`src/rtl/clock_display_scan.sv`:
```
// Eight-digit multiplexed seven-segment scanner for the clock core's BCD time.
// Outputs are registered one clock behind the selected digit; a prescaler paces the scan and a second counter paces the adjust blink.
module clock_display_scan #(
  parameter int SCAN_DIV    = 100000,
  parameter int BLINK_TICKS = 256
) (
  input  logic       clk,
  input  logic       reset,
  input  logic       en,
  input  logic [7:0] hour_bcd,
  input  logic [7:0] min_bcd,
  input  logic [7:0] sec_bcd,
  input  logic       Adj_Hour,
  input  logic       Adj_Min,
  input  logic       timemode,
  output logic [7:0] HEX,
  output logic [7:0] An
);

  localparam int DW = (SCAN_DIV > 1) ? $clog2(SCAN_DIV) : 1;
  localparam int BW = (BLINK_TICKS > 1) ? $clog2(BLINK_TICKS) : 1;

  localparam logic [7:0] SEG_DASH  = 8'hBF;
  localparam logic [7:0] SEG_BLANK = 8'hFF;

  logic [DW-1:0] div_cnt;
  logic [2:0]    idx;
  logic [BW-1:0] blk_cnt;
  logic          blink_ph;
  logic          tick;
  logic          blk_wrap;

  assign tick     = (div_cnt == DW'(SCAN_DIV - 1));
  assign blk_wrap = (blk_cnt == BW'(BLINK_TICKS - 1));

  function automatic logic [7:0] seg(input logic [3:0] d);
    logic [7:0] s;
    case (d)
      4'd0:    s = 8'hC0;
      4'd1:    s = 8'hF9;
      4'd2:    s = 8'hA4;
      4'd3:    s = 8'hB0;
      4'd4:    s = 8'h99;
      4'd5:    s = 8'h92;
      4'd6:    s = 8'h82;
      4'd7:    s = 8'hF8;
      4'd8:    s = 8'h80;
      4'd9:    s = 8'h90;
      default: s = 8'h86;
    endcase
    return s;
  endfunction

  logic [3:0] nib;
  logic       is_dash;
  logic       blank;
  logic [7:0] hex_nxt;

  // Fields are decoded straight from the live inputs so a BCD change lands on the next edge.
  always_comb begin
    nib     = 4'd0;
    is_dash = 1'b0;
    blank   = 1'b0;
    case (idx)
      3'd7: begin
        nib   = hour_bcd[7:4];
        blank = (Adj_Hour && blink_ph) || (timemode && hour_bcd[7:4] == 4'd0);
      end
      3'd6: begin
        nib   = hour_bcd[3:0];
        blank = Adj_Hour && blink_ph;
      end
      3'd4: begin
        nib   = min_bcd[7:4];
        blank = Adj_Min && blink_ph;
      end
      3'd3: begin
        nib   = min_bcd[3:0];
        blank = Adj_Min && blink_ph;
      end
      3'd1:    nib = sec_bcd[7:4];
      3'd0:    nib = sec_bcd[3:0];
      default: is_dash = 1'b1;
    endcase
    if (blank)        hex_nxt = SEG_BLANK;
    else if (is_dash) hex_nxt = SEG_DASH;
    else              hex_nxt = seg(nib);
  end

  always_ff @(posedge clk) begin
    if (reset) begin
      div_cnt  <= '0;
      idx      <= 3'd0;
      blk_cnt  <= '0;
      blink_ph <= 1'b0;
      HEX      <= 8'hFF;
      An       <= 8'hFF;
    end else begin
      div_cnt <= tick ? '0 : div_cnt + 1'b1;
      if (tick) begin
        idx <= idx + 3'd1;
        if (blk_wrap) begin
          blk_cnt  <= '0;
          blink_ph <= ~blink_ph;
        end else begin
          blk_cnt <= blk_cnt + 1'b1;
        end
      end
      // Counters keep running while disabled so the scan phase survives enable toggles.
      if (en) begin
        HEX <= hex_nxt;
        An  <= ~(8'd1 << idx);
      end else begin
        HEX <= 8'hFF;
        An  <= 8'hFF;
      end
    end
  end

endmodule

```
`config.mk`:
```
export PLATFORM = sky130hd
export DESIGN_NAME = clock_display_scan
export DESIGN_NICKNAME = d
export VERILOG_FILES = /design/src/rtl/clock_display_scan.sv
export SDC_FILE = /design/constraint.sdc
export NUM_CORES = 1
export LEC_CHECK = 0
export BUFFER_PORTS_ARGS = -buffer_cell sky130_fd_sc_hd__buf_2
export CAP_MARGIN = 40
export CORE_UTILIZATION = 54
export DETAILED_ROUTE_END_ITERATION = 6
export HOLD_SLACK_MARGIN = 0.1
export PLACE_DENSITY_LB_ADDON = 0.1
export SETUP_SLACK_MARGIN = 0.02
export SLEW_MARGIN = 20
export SYNTH_ARGS = -nofsm -noshare
export SYNTH_HDL_FRONTEND = slang
export SYNTH_SLANG_ARGS = --single-unit
```
`constraint.sdc`:
```
create_clock -name clk -period 2.45 [get_ports clk]
set_input_delay 0.245 -clock clk [delete_from_list [all_inputs] [get_ports clk]]
set_output_delay 0.245 -clock clk [all_outputs]
set_load 0.03 [all_outputs]
```
# Yosys cells after proc, flatten, opt, wreduce, memory -nomap -nowiden
# Memory sizes are Yosys's and may differ from the RTL's.
# Index checks and enable logic that the tools add are counted.
[classes] n_addsub=3 n_eq_ne=7 shift=1 n_mux=4 n_bitwise=4 reduce_logical=13
[op_table] operator="$pmux W4 S6" n=1
[op_table] operator="$add A17 B1 Y17 const B" n=1
[op_table] operator="$eq A17 B17 Y1 const B" n=1
[op_table] operator="$eq A3 B3 Y1 const B" n=3
[op_table] operator="$add A8 B1 Y8 const B" n=1
[op_table] operator="$eq A8 B8 Y1 const B" n=1
[op_table] operator="$mux W8" n=1
[op_table] operator="$not A8 Y8" n=1
[op_table] operator="$shl A1 B3 Y8 const A" n=1
[op_table] operator="$mux W7" n=1
[op_table] operator="$reduce_or A2 Y1" n=3
[op_table] operator="$reduce_or A6 Y1" n=1
[op_table] operator="$logic_not A4 Y1" n=1
[op_table] operator="$reduce_or A4 Y1" n=1
[op_table] operator="$add A3 B1 Y3 const B" n=1
[op_table] operator="$eq A3 B1 Y1 const B" n=1
[op_table] operator="$eq A3 B2 Y1 const B" n=1
[op_table] operator="$logic_and A1 B1 Y1" n=3
[op_table] operator="$logic_not A3 Y1" n=1
[op_table] operator="$not A1 Y1" n=3
[op_table] operator="$pmux W1 S3" n=1
[op_table] operator="$reduce_or A3 Y1" n=1
[op_table] operator="$reduce_and A2 Y1" n=1
[op_table] operator="$logic_or A1 B1 Y1" n=1
[totals] ff_bits=45 rom_bits=112 input_bits=30 out_inout_bits=16 word_cells=40 memories=1
[memory_table] name="(name not given)" words=16 width=7 rd=1 rd_ports_with_merged_regs=0 wr=0 line="38" rtl="case (d)"

# Depth between registers and ports, before layout
# Gate-level depths: netlist of run 1.
[logic_depth] word_depth=5 mapped_depth=11

# Least setup slack after synthesis of run 1
# OpenSTA, ideal clock, no wires.
[synth_path] path_type="register -> register" startpoint="register idx[0]" endpoint="register HEX[0]" t_arrival_ns=2.096 t_required_ns=2.313 path_slack_ns=0.217 stages_incl_launch_ff=12 cell_sequence="dfxtp_1 -> inv_1 -> ha_1 -> clkbuf_1 -> a22o_1 -> nand2_1 -> a31oi_1 -> inv_1 -> ha_1 -> o21ai_0 -> a21boi_0 -> o21ai_0"
[synth_via] elab_chain_len=4
[synth_lines] item="start: declaration" line="27" rtl="logic [2:0] idx;"
[synth_lines] item="start signal: assignment" line="101" rtl="idx <= idx + 3'd1;"
[synth_lines] item="parallel branches: the longest is 4 deep, another holds $mem_v2 Z16 W7"
[synth_lines] item="end signal: assignment" line="111" rtl="HEX <= hex_nxt;"
[synth_lines] item="end: declaration" line="16" rtl="output logic [7:0] HEX,"
# Parallel ways; which one is timed is not known.
# A chain may end at the register's enable or synchronous reset.

# Worst setup path after layout of run 1
[layout_path] startpoint="register idx[0]" endpoint="register HEX[4]"
# Same word-level chain as after synthesis.

==> impl_results.rst, run 1 <==
.. list-table::
   :header-rows: 1

   * - Metric
     - Value
   * - Normalized max-slew margin
     - 61.32%
   * - Largest delay contributor family on the critical path
     - compound AO/OA/AOI/OAI gates
   * - Routed len/inst
     - 13.29 µm
   * - Final critical delay including setup and external delays
     - 2333 ps
   * - IO Count
     - 46
   * - Critical-path top delay cell
     - dfxtp_1
   * - Number of port buffers
     - 44
   * - Iteration-0 DRC Markers
     - 181
   * - Arrival time at the worst endpoint
     - 2550 ps
   * - Highest clock frequency the design can meet
     - 428.6 MHz
   * - Final net count
     - 339
   * - Maximum single-stage delay on the critical path
     - 350 ps
   * - TritonCTS clock tree
     - built
   * - Die boundary width
     - 66.40 µm
   * - First-pass GRT wire length
     - 7127 µm
   * - CP Cell Sequence
     - ha_1, ha_1, buf_4, a22o_1, a2111oi_4, or2_4, mux2_2, o211ai_1
   * - Summed negative setup slack over all endpoints
     - 0 ps
   * - CP max FO
     - 5
   * - Antenna violations before repair
     - 0
   * - Max Root-Sink Buffers
     - 2
   * - GP Congestion
     - 0.8700
   * - Post-placement cell count
     - 339
   * - Insertion delay of the later-clocked pin in the worst-skew pair
     - 300 ps
   * - Total number of H-tree levels
     - 2
   * - Number of antenna-violating nets in the routed design
     - 0
   * - Most common cell in the synthesized netlist
     - dfxtp_1
   * - Worst Path Class, Setup
     - reg -> reg
   * - Logic depth of the worst setup path including buffers
     - 8
   * - Clock root cell
     - clkbuf_8
   * - Setup repair after global routing missed its margin
     - no
   * - Critical Path Source
     - idx[0]
   * - Number of hold-slack violations in the final timing report
     - 0
   * - Total number of yosys warnings
     - 0
   * - Setup Fix Bufs, Post-CTS
     - 0
   * - Maximum number of pins on one net before global-route repair
     - 16
   * - Top cells by area in the synthesized netlist
     - dfxtp_1 39%, ha_1 7.3%, xor2_1 6.3%, nor2_1 5.9%, nand3_1 2.9%
   * - Max VDD drop
     - 0.0002990 V
   * - Critical register-to-register path endpoint
     - HEX[4]
   * - Leakage
     - 1.116 nW
   * - Number of distinct standard cells referenced by the synthesized netlist
     - 52
   * - Critical Path Sink Type
     - flip-flop
   * - Required time reported for the critical path endpoint
     - 2670 ps
   * - Number of global-route vias before repair
     - 1642
   * - R2R setup slack
     - 120 ps
   * - Die Footprint
     - 4409 µm²
   * - Top cells by count, synth
     - 44 x dfxtp_1, 35 x nor2_1, 16 x xor2_1
   * - Top_reg_cell synth
     - dfxtp_1
   * - Final setup vio count
     - 0
   * - Final Cycle Share
     - 95.23%
   * - Worst setup path end
     - HEX[4]
   * - Clock edge transition at the registers on the reported setup and hold paths
     - 80 ps
   * - Crit path launch type
     - flip-flop
   * - Initial core utilization
     - 55.99%
   * - Worst flop-to-flop path startpoint
     - idx[0]
   * - Fraction of synthesis flops using an asynchronous set or reset pin
     - 0%
   * - Result of the run
     - finished clean
   * - Cells after synthesis
     - 242
   * - Core outline area
     - 4000 µm²
   * - Sequential cell area fraction in the yosys report
     - 39.33%
   * - Cell area after synthesis
     - 2240 µm²
   * - Syn_nets
     - 285
   * - Areal power density over the cells
     - 480.1 nW/µm²
   * - Cell seen most often among critical-path stages
     - ha_1
   * - Non-filler cells, final
     - 346
   * - Count of vias placed by the detailed router
     - 1883
   * - Yosys reg bits
     - 44
   * - Transition at the pin with the smallest max-transition slack
     - 575.8 ps
   * - Reg2reg path depth
     - 8
   * - 1st-pass router iterations
     - 4
   * - Number of antenna diodes
     - 0
   * - Vert. Die Dim
     - 66.40 µm
   * - Cell type contributing the most total cell area after synthesis
     - dfxtp_1
   * - Filler Cell Count
     - 343
   * - GR Overflow Total
     - 0
   * - Area share of the leading cell type in the synthesized netlist
     - 39.33%
   * - Number of pins with negative max-slew slack in the final report
     - 0
   * - Max-Cap Viols
     - 0
   * - Total track usage
     - 21.38%
   * - Remaining DRCs
     - 0
   * - Clock sink total
     - 44
   * - Worst Clk Skew
     - 7.548 ps
   * - Inserted Clock Buffers
     - 5
   * - Worst hold margin
     - 269.8 ps
   * - Post-Route WL
     - 4599 µm
   * - EDFF count, synth
     - 0
   * - Critical path buffer and inverter count
     - 1
   * - Layout overhead on the synthesized area
     - 18.10%
   * - Vias per cell
     - 5.442
   * - Fraction of layout instances using a drive strength above 1
     - 25.34%
   * - FP Rows
     - 23
   * - Mean post-synth cell area
     - 9.255 µm²
   * - Class of the tightest hold or removal check
     - in -> reg
   * - Detailed placement HPWL
     - 3414 µm
repair_timing:
item / 4_1_cts / 5_1_grt
setup endpoints to repair: 0 / 3
hold buffers: 0 / 0
resized for setup: 0 / 7
worst min-delay path by stage:
stage | end | depth (start not counted) | startpoint
finish | idx[0] | 2 | reset
global route | blk_cnt[6] | 2 | reset
CTS | blk_cnt[6] | 2 | reset
detailed placement | div_cnt[0] | 1 | div_cnt[0]
global placement | div_cnt[0] | 1 | div_cnt[0]
floorplan | An[1] | 2 | reset
per-layer routing:
| metal | vias up | global-route usage (%) | part of all wire, % |
|---|---|---|---|
| met1 | 850 | 25.91 | 48 |
| met4 | 0 | 11.97 | 2.7 |
| met5 | - | 0 | 0 |
| met3 | 11 | 4.310 | 6.0 |
| met2 | 58 | 34.95 | 44 |
| li1 | 964 | - | - |
worst reg2reg max path, delay by kind of cell, from the launching register on:
family	cells	cell delay, ps
flops	1	350
simple gates	1	210
fa+ha+maj	2	470
compound gates	3	700
mux	1	340
buf+inv	1	170
cell usage in the layout, fill, tap and decap left out, types with 2 or more instances in the layout:
| cell type | instances |
|---|---|
| a32o_1 | 2 |
| a32oi_1 | 3 |
| nand2b_1 | 2 |
| nand3_1 | 13 |
| and4_1 | 2 |
| a21o_1 | 3 |
| buf_2 | 44 |
| xnor2_1 | 7 |
| nand2_1 | 11 |
| a222oi_1 | 2 |
| o21a_1 | 2 |
| mux2_2 | 2 |
| and2_1 | 5 |
| xor2_1 | 16 |
| nand4_1 | 8 |
| nor4_1 | 3 |
| dfxtp_1 | 43 |
| ha_1 | 12 |
| o21ai_0 | 10 |
| clkbuf_8 | 5 |
| a22o_1 | 3 |
| a21oi_1 | 5 |
| buf_4 | 10 |
| nor2b_1 | 3 |
| inv_1 | 5 |
| and3b_1 | 2 |
| and3_1 | 8 |
| nor2_1 | 34 |
| mux2i_1 | 3 |
cells by family after synthesis:
kind of cell | after synthesis | share of synthesized area (%)
AOI/OAI and AO/OA | 38 | 12.63
xor gates and xnor gates | 23 | 8.994
adders and majority gates | 13 | 7.263
buffers and inverters | 13 | 3.072
DFF | 44 | 39.33
muxes | 6 | 3.017
other | 1 | 0.1674
and+or+nand+nor | 104 | 25.53
layout make-up:
type                            instances  area, µm²  area share (%)
Clock buffer                            6      72.57           2.744
Clock inverter                          1      5.005          0.1892
Inverter                                6      22.52          0.8515
Multi-Input combinational cell        185       1305           49.34
Sequential cell                        44      882.1           33.35
Tap cell                               50      62.56           2.365
Timing Repair Buffer                   54      295.3           11.16
stage by stage:
stage | power (mW) | utilization [%] | setup WS [ps] | cell area [µm²]
floorplan | 0.8202 | - | 217.3 | 2240
finish | 1.270 | 66.12 | 117.0 | 2645
detailed placement | 0.8627 | 63.78 | 140.4 | 2551
global placement | 0.8632 | 63.78 | 141.0 | 2551
CTS | 1.288 | 65.72 | 113.8 | 2629
global route | 1.332 | 66.12 | 15.95 | 2645
power by group:
group	switching (mW)	internal (mW)	leakage (nW)
Combinational	0.0653	0.0515	0.717
Sequential	0.00433	0.726	0.358
Clock	0.229	0.194	0.0410
flip-flops by register name, summed over array words and instances, names as in the netlist:
| signal | cells |
|---|---|
| blk_cnt | 8 |
| An | 8 |
| idx | 3 |
| blink_ph | 1 |
| div_cnt | 17 |
| HEX | 7 |
Power figures use the tool's default switching activity.
==> inputs of run 2 (changes only) <==
PLACE_DENSITY = 0.79   (was not set)
PLACE_DENSITY_LB_ADDON = not set   (was 0.1)
SLEW_MARGIN = 0   (was 20)
==> run 2 against run 1 <==
Global-route usage grew 0.48 points; register-to-register slack gained 20 ps; final area grew 0.19%; via count shrank 1.7%; combinational power is essentially flat; cell count shrank 0.58%; first-iteration DRC count shrank 34%; die area is the same; power grew 9.2%; largest cell class unchanged; core utilization grew 0.13 points.
==> impl_results.rst, run 2 (same netlist as run 1, synthesis figures left out) <==
.. list-table::
   :header-rows: 1

   * - Metric
     - Value
   * - Result of the run
     - finished clean
   * - Number of antenna-violating nets in the routed design
     - 0
   * - Crit path launch type
     - flip-flop
   * - Critical-path top delay cell
     - a222oi_1
   * - Die boundary width
     - 66.40 µm
   * - Worst hold margin
     - 264.5 ps
   * - First-pass GRT wire length
     - 7389 µm
   * - Vias per cell
     - 5.381
   * - Count of vias placed by the detailed router
     - 1851
   * - Number of antenna diodes
     - 0
   * - Final critical delay including setup and external delays
     - 2311 ps
   * - Setup Fix Bufs, Post-CTS
     - 0
   * - Normalized max-slew margin
     - 63.96%
   * - Final setup vio count
     - 0
   * - GR Overflow Total
     - 0
   * - Overall power
     - 1.387 mW
   * - Critical register-to-register path endpoint
     - HEX[3]
   * - GP Congestion
     - 0.8875
   * - Setup WS post-layout
     - 138.7 ps
   * - Maximum number of pins on one net before global-route repair
     - 16
   * - Critical Path Sink Type
     - flip-flop
   * - Total number of H-tree levels
     - 2
   * - Maximum single-stage delay on the critical path
     - 490 ps
   * - Required time reported for the critical path endpoint
     - 2680 ps
   * - Number of port buffers
     - 44
   * - Worst Clk Skew
     - 16.05 ps
   * - Max Root-Sink Buffers
     - 2
   * - Summed negative setup slack over all endpoints
     - 0 ps
   * - Areal power density over the cells
     - 523.2 nW/µm²
   * - IO Count
     - 46
   * - Transition at the pin with the smallest max-transition slack
     - 536.9 ps
   * - Fraction of layout instances using a drive strength above 1
     - 24.49%
   * - Class of the tightest hold or removal check
     - in -> reg
   * - Max-Cap Viols
     - 0
   * - Vert. Die Dim
     - 66.40 µm
   * - Reg2reg path depth
     - 8
   * - Die Footprint
     - 4409 µm²
   * - CP Cell Sequence
     - ha_1, ha_1, a222oi_1, a31oi_2, inv_1, ha_1, o21a_1, o21ai_0
   * - Routed len/inst
     - 12.94 µm
   * - FP Rows
     - 23
   * - Final std cell area, no fill
     - 2650 µm²
   * - Critical Path Source
     - idx[1]
   * - Iteration-0 DRC Markers
     - 119
   * - Antenna violations before repair
     - 0
   * - Cell seen most often among critical-path stages
     - ha_1
   * - Non-filler cells, final
     - 344
   * - Detailed placement HPWL
     - 3286 µm
   * - Total placed instance area
     - 2529 µm²
   * - Final net count
     - 336
   * - Number of hold-slack violations in the final timing report
     - 0
   * - Core outline area
     - 4000 µm²
   * - TritonCTS clock tree
     - built
   * - Insertion delay of the later-clocked pin in the worst-skew pair
     - 300 ps
   * - Max reg flops
     - 17
   * - Final Cycle Share
     - 94.34%
   * - Initial core utilization
     - 55.99%
   * - Clock edge transition at the registers on the reported setup and hold paths
     - 90 ps
   * - Max VDD drop
     - 0.0006013 V
   * - Remaining DRCs
     - 0
   * - 1st-pass router iterations
     - 4
   * - Worst setup path end
     - HEX[3]
   * - Worst Path Class, Setup
     - reg -> reg
   * - Post-Route WL
     - 4450 µm
   * - Clock root cell
     - clkbuf_8
   * - End-of-flow core utilization
     - 66.25%
   * - CP max FO
     - 7
   * - Most common cell after layout, fill and taps aside
     - buf_2
   * - Number of pins with negative max-slew slack in the final report
     - 0
   * - Pre-CTS setup slack
     - 118.7 ps
   * - Number of global-route vias before repair
     - 1709
   * - Worst flop-to-flop path startpoint
     - idx[1]
   * - Arrival time at the worst endpoint
     - 2550 ps
   * - Inserted Clock Buffers
     - 5
   * - Total track usage
     - 21.86%
   * - Post-placement cell count
     - 336
   * - Largest Register
     - div_cnt
   * - Highest clock frequency the design can meet
     - 432.7 MHz
   * - Commonest non-fill, non-tap cells in the layout
     - 44 x buf_2, 43 x dfxtp_1, 35 x nor2_1
   * - Biggest regs
     - div_cnt: 17 flops, An: 8 flops, blk_cnt: 8 flops
   * - R2R setup slack
     - 140 ps
   * - Layout overhead on the synthesized area
     - 18.32%
   * - Clock sink total
     - 44
   * - Leakage
     - 1.115 nW
run 2: cell count changes in the layout (fill, tap and decap cells not counted):
cell       previous run  this run
buf_4                10         7
bufinv_16             0         1
ha_1                 12        11
ha_2                  1         2
inv_1                 5         6
inv_2                 1         0
nor2_1               34        35
nor2_2                1         0
or2_2                 0         1
or2_4                 1         0
run 2: worst min-delay path by stage:
stage                 endpoint  slack [ps]  startpoint  cells after the start
detailed placement  div_cnt[0]         430  div_cnt[0]                      1
finish              blk_cnt[6]         260       reset                      2
CTS                 blk_cnt[6]         260       reset                      2
floorplan                An[1]         410       reset                      2
global placement    div_cnt[0]         430  div_cnt[0]                      1
global route        blk_cnt[6]         280       reset                      2
run 2: what timing repair did:
action                     in CTS  in global routing
hold buffers                    0                  0
setup endpoints to repair       0                  5
gates resized for setup         0                  5
run 2: routing by layer:
metal,vias to the layer above,GRT usage [%],wire length (µm)
li1,959,-,-
met1,821,26.81,2058
met2,63,35.59,2008
met3,8,6.034,305
met4,0,9.309,76
met5,-,0,0
run 2: area by class of cell:
cell class | instances | area (µm²)
fillers | 344 | 1350
multi-input cells | 185 | 1303
flip-flops and latches | 44 | 882.1
repair buffers | 51 | 272.8
clock buffers | 6 | 72.57
well taps | 50 | 62.56
clock inverters | 2 | 35.03
inverters | 6 | 22.52
run 2: worst max-delay path: cells and delay by family (launching register included):
family,cells,cell delay (ps)
compound gates,4,1000
fa+ha+maj,3,740
buf+inv,1,150
flops,1,350
run 2: power by group:
group	switching [mW]	total, mW	internal, mW
logic	0.0653	0.116	0.0503
clock network	0.238	0.540	0.303
registers	0.00456	0.731	0.726
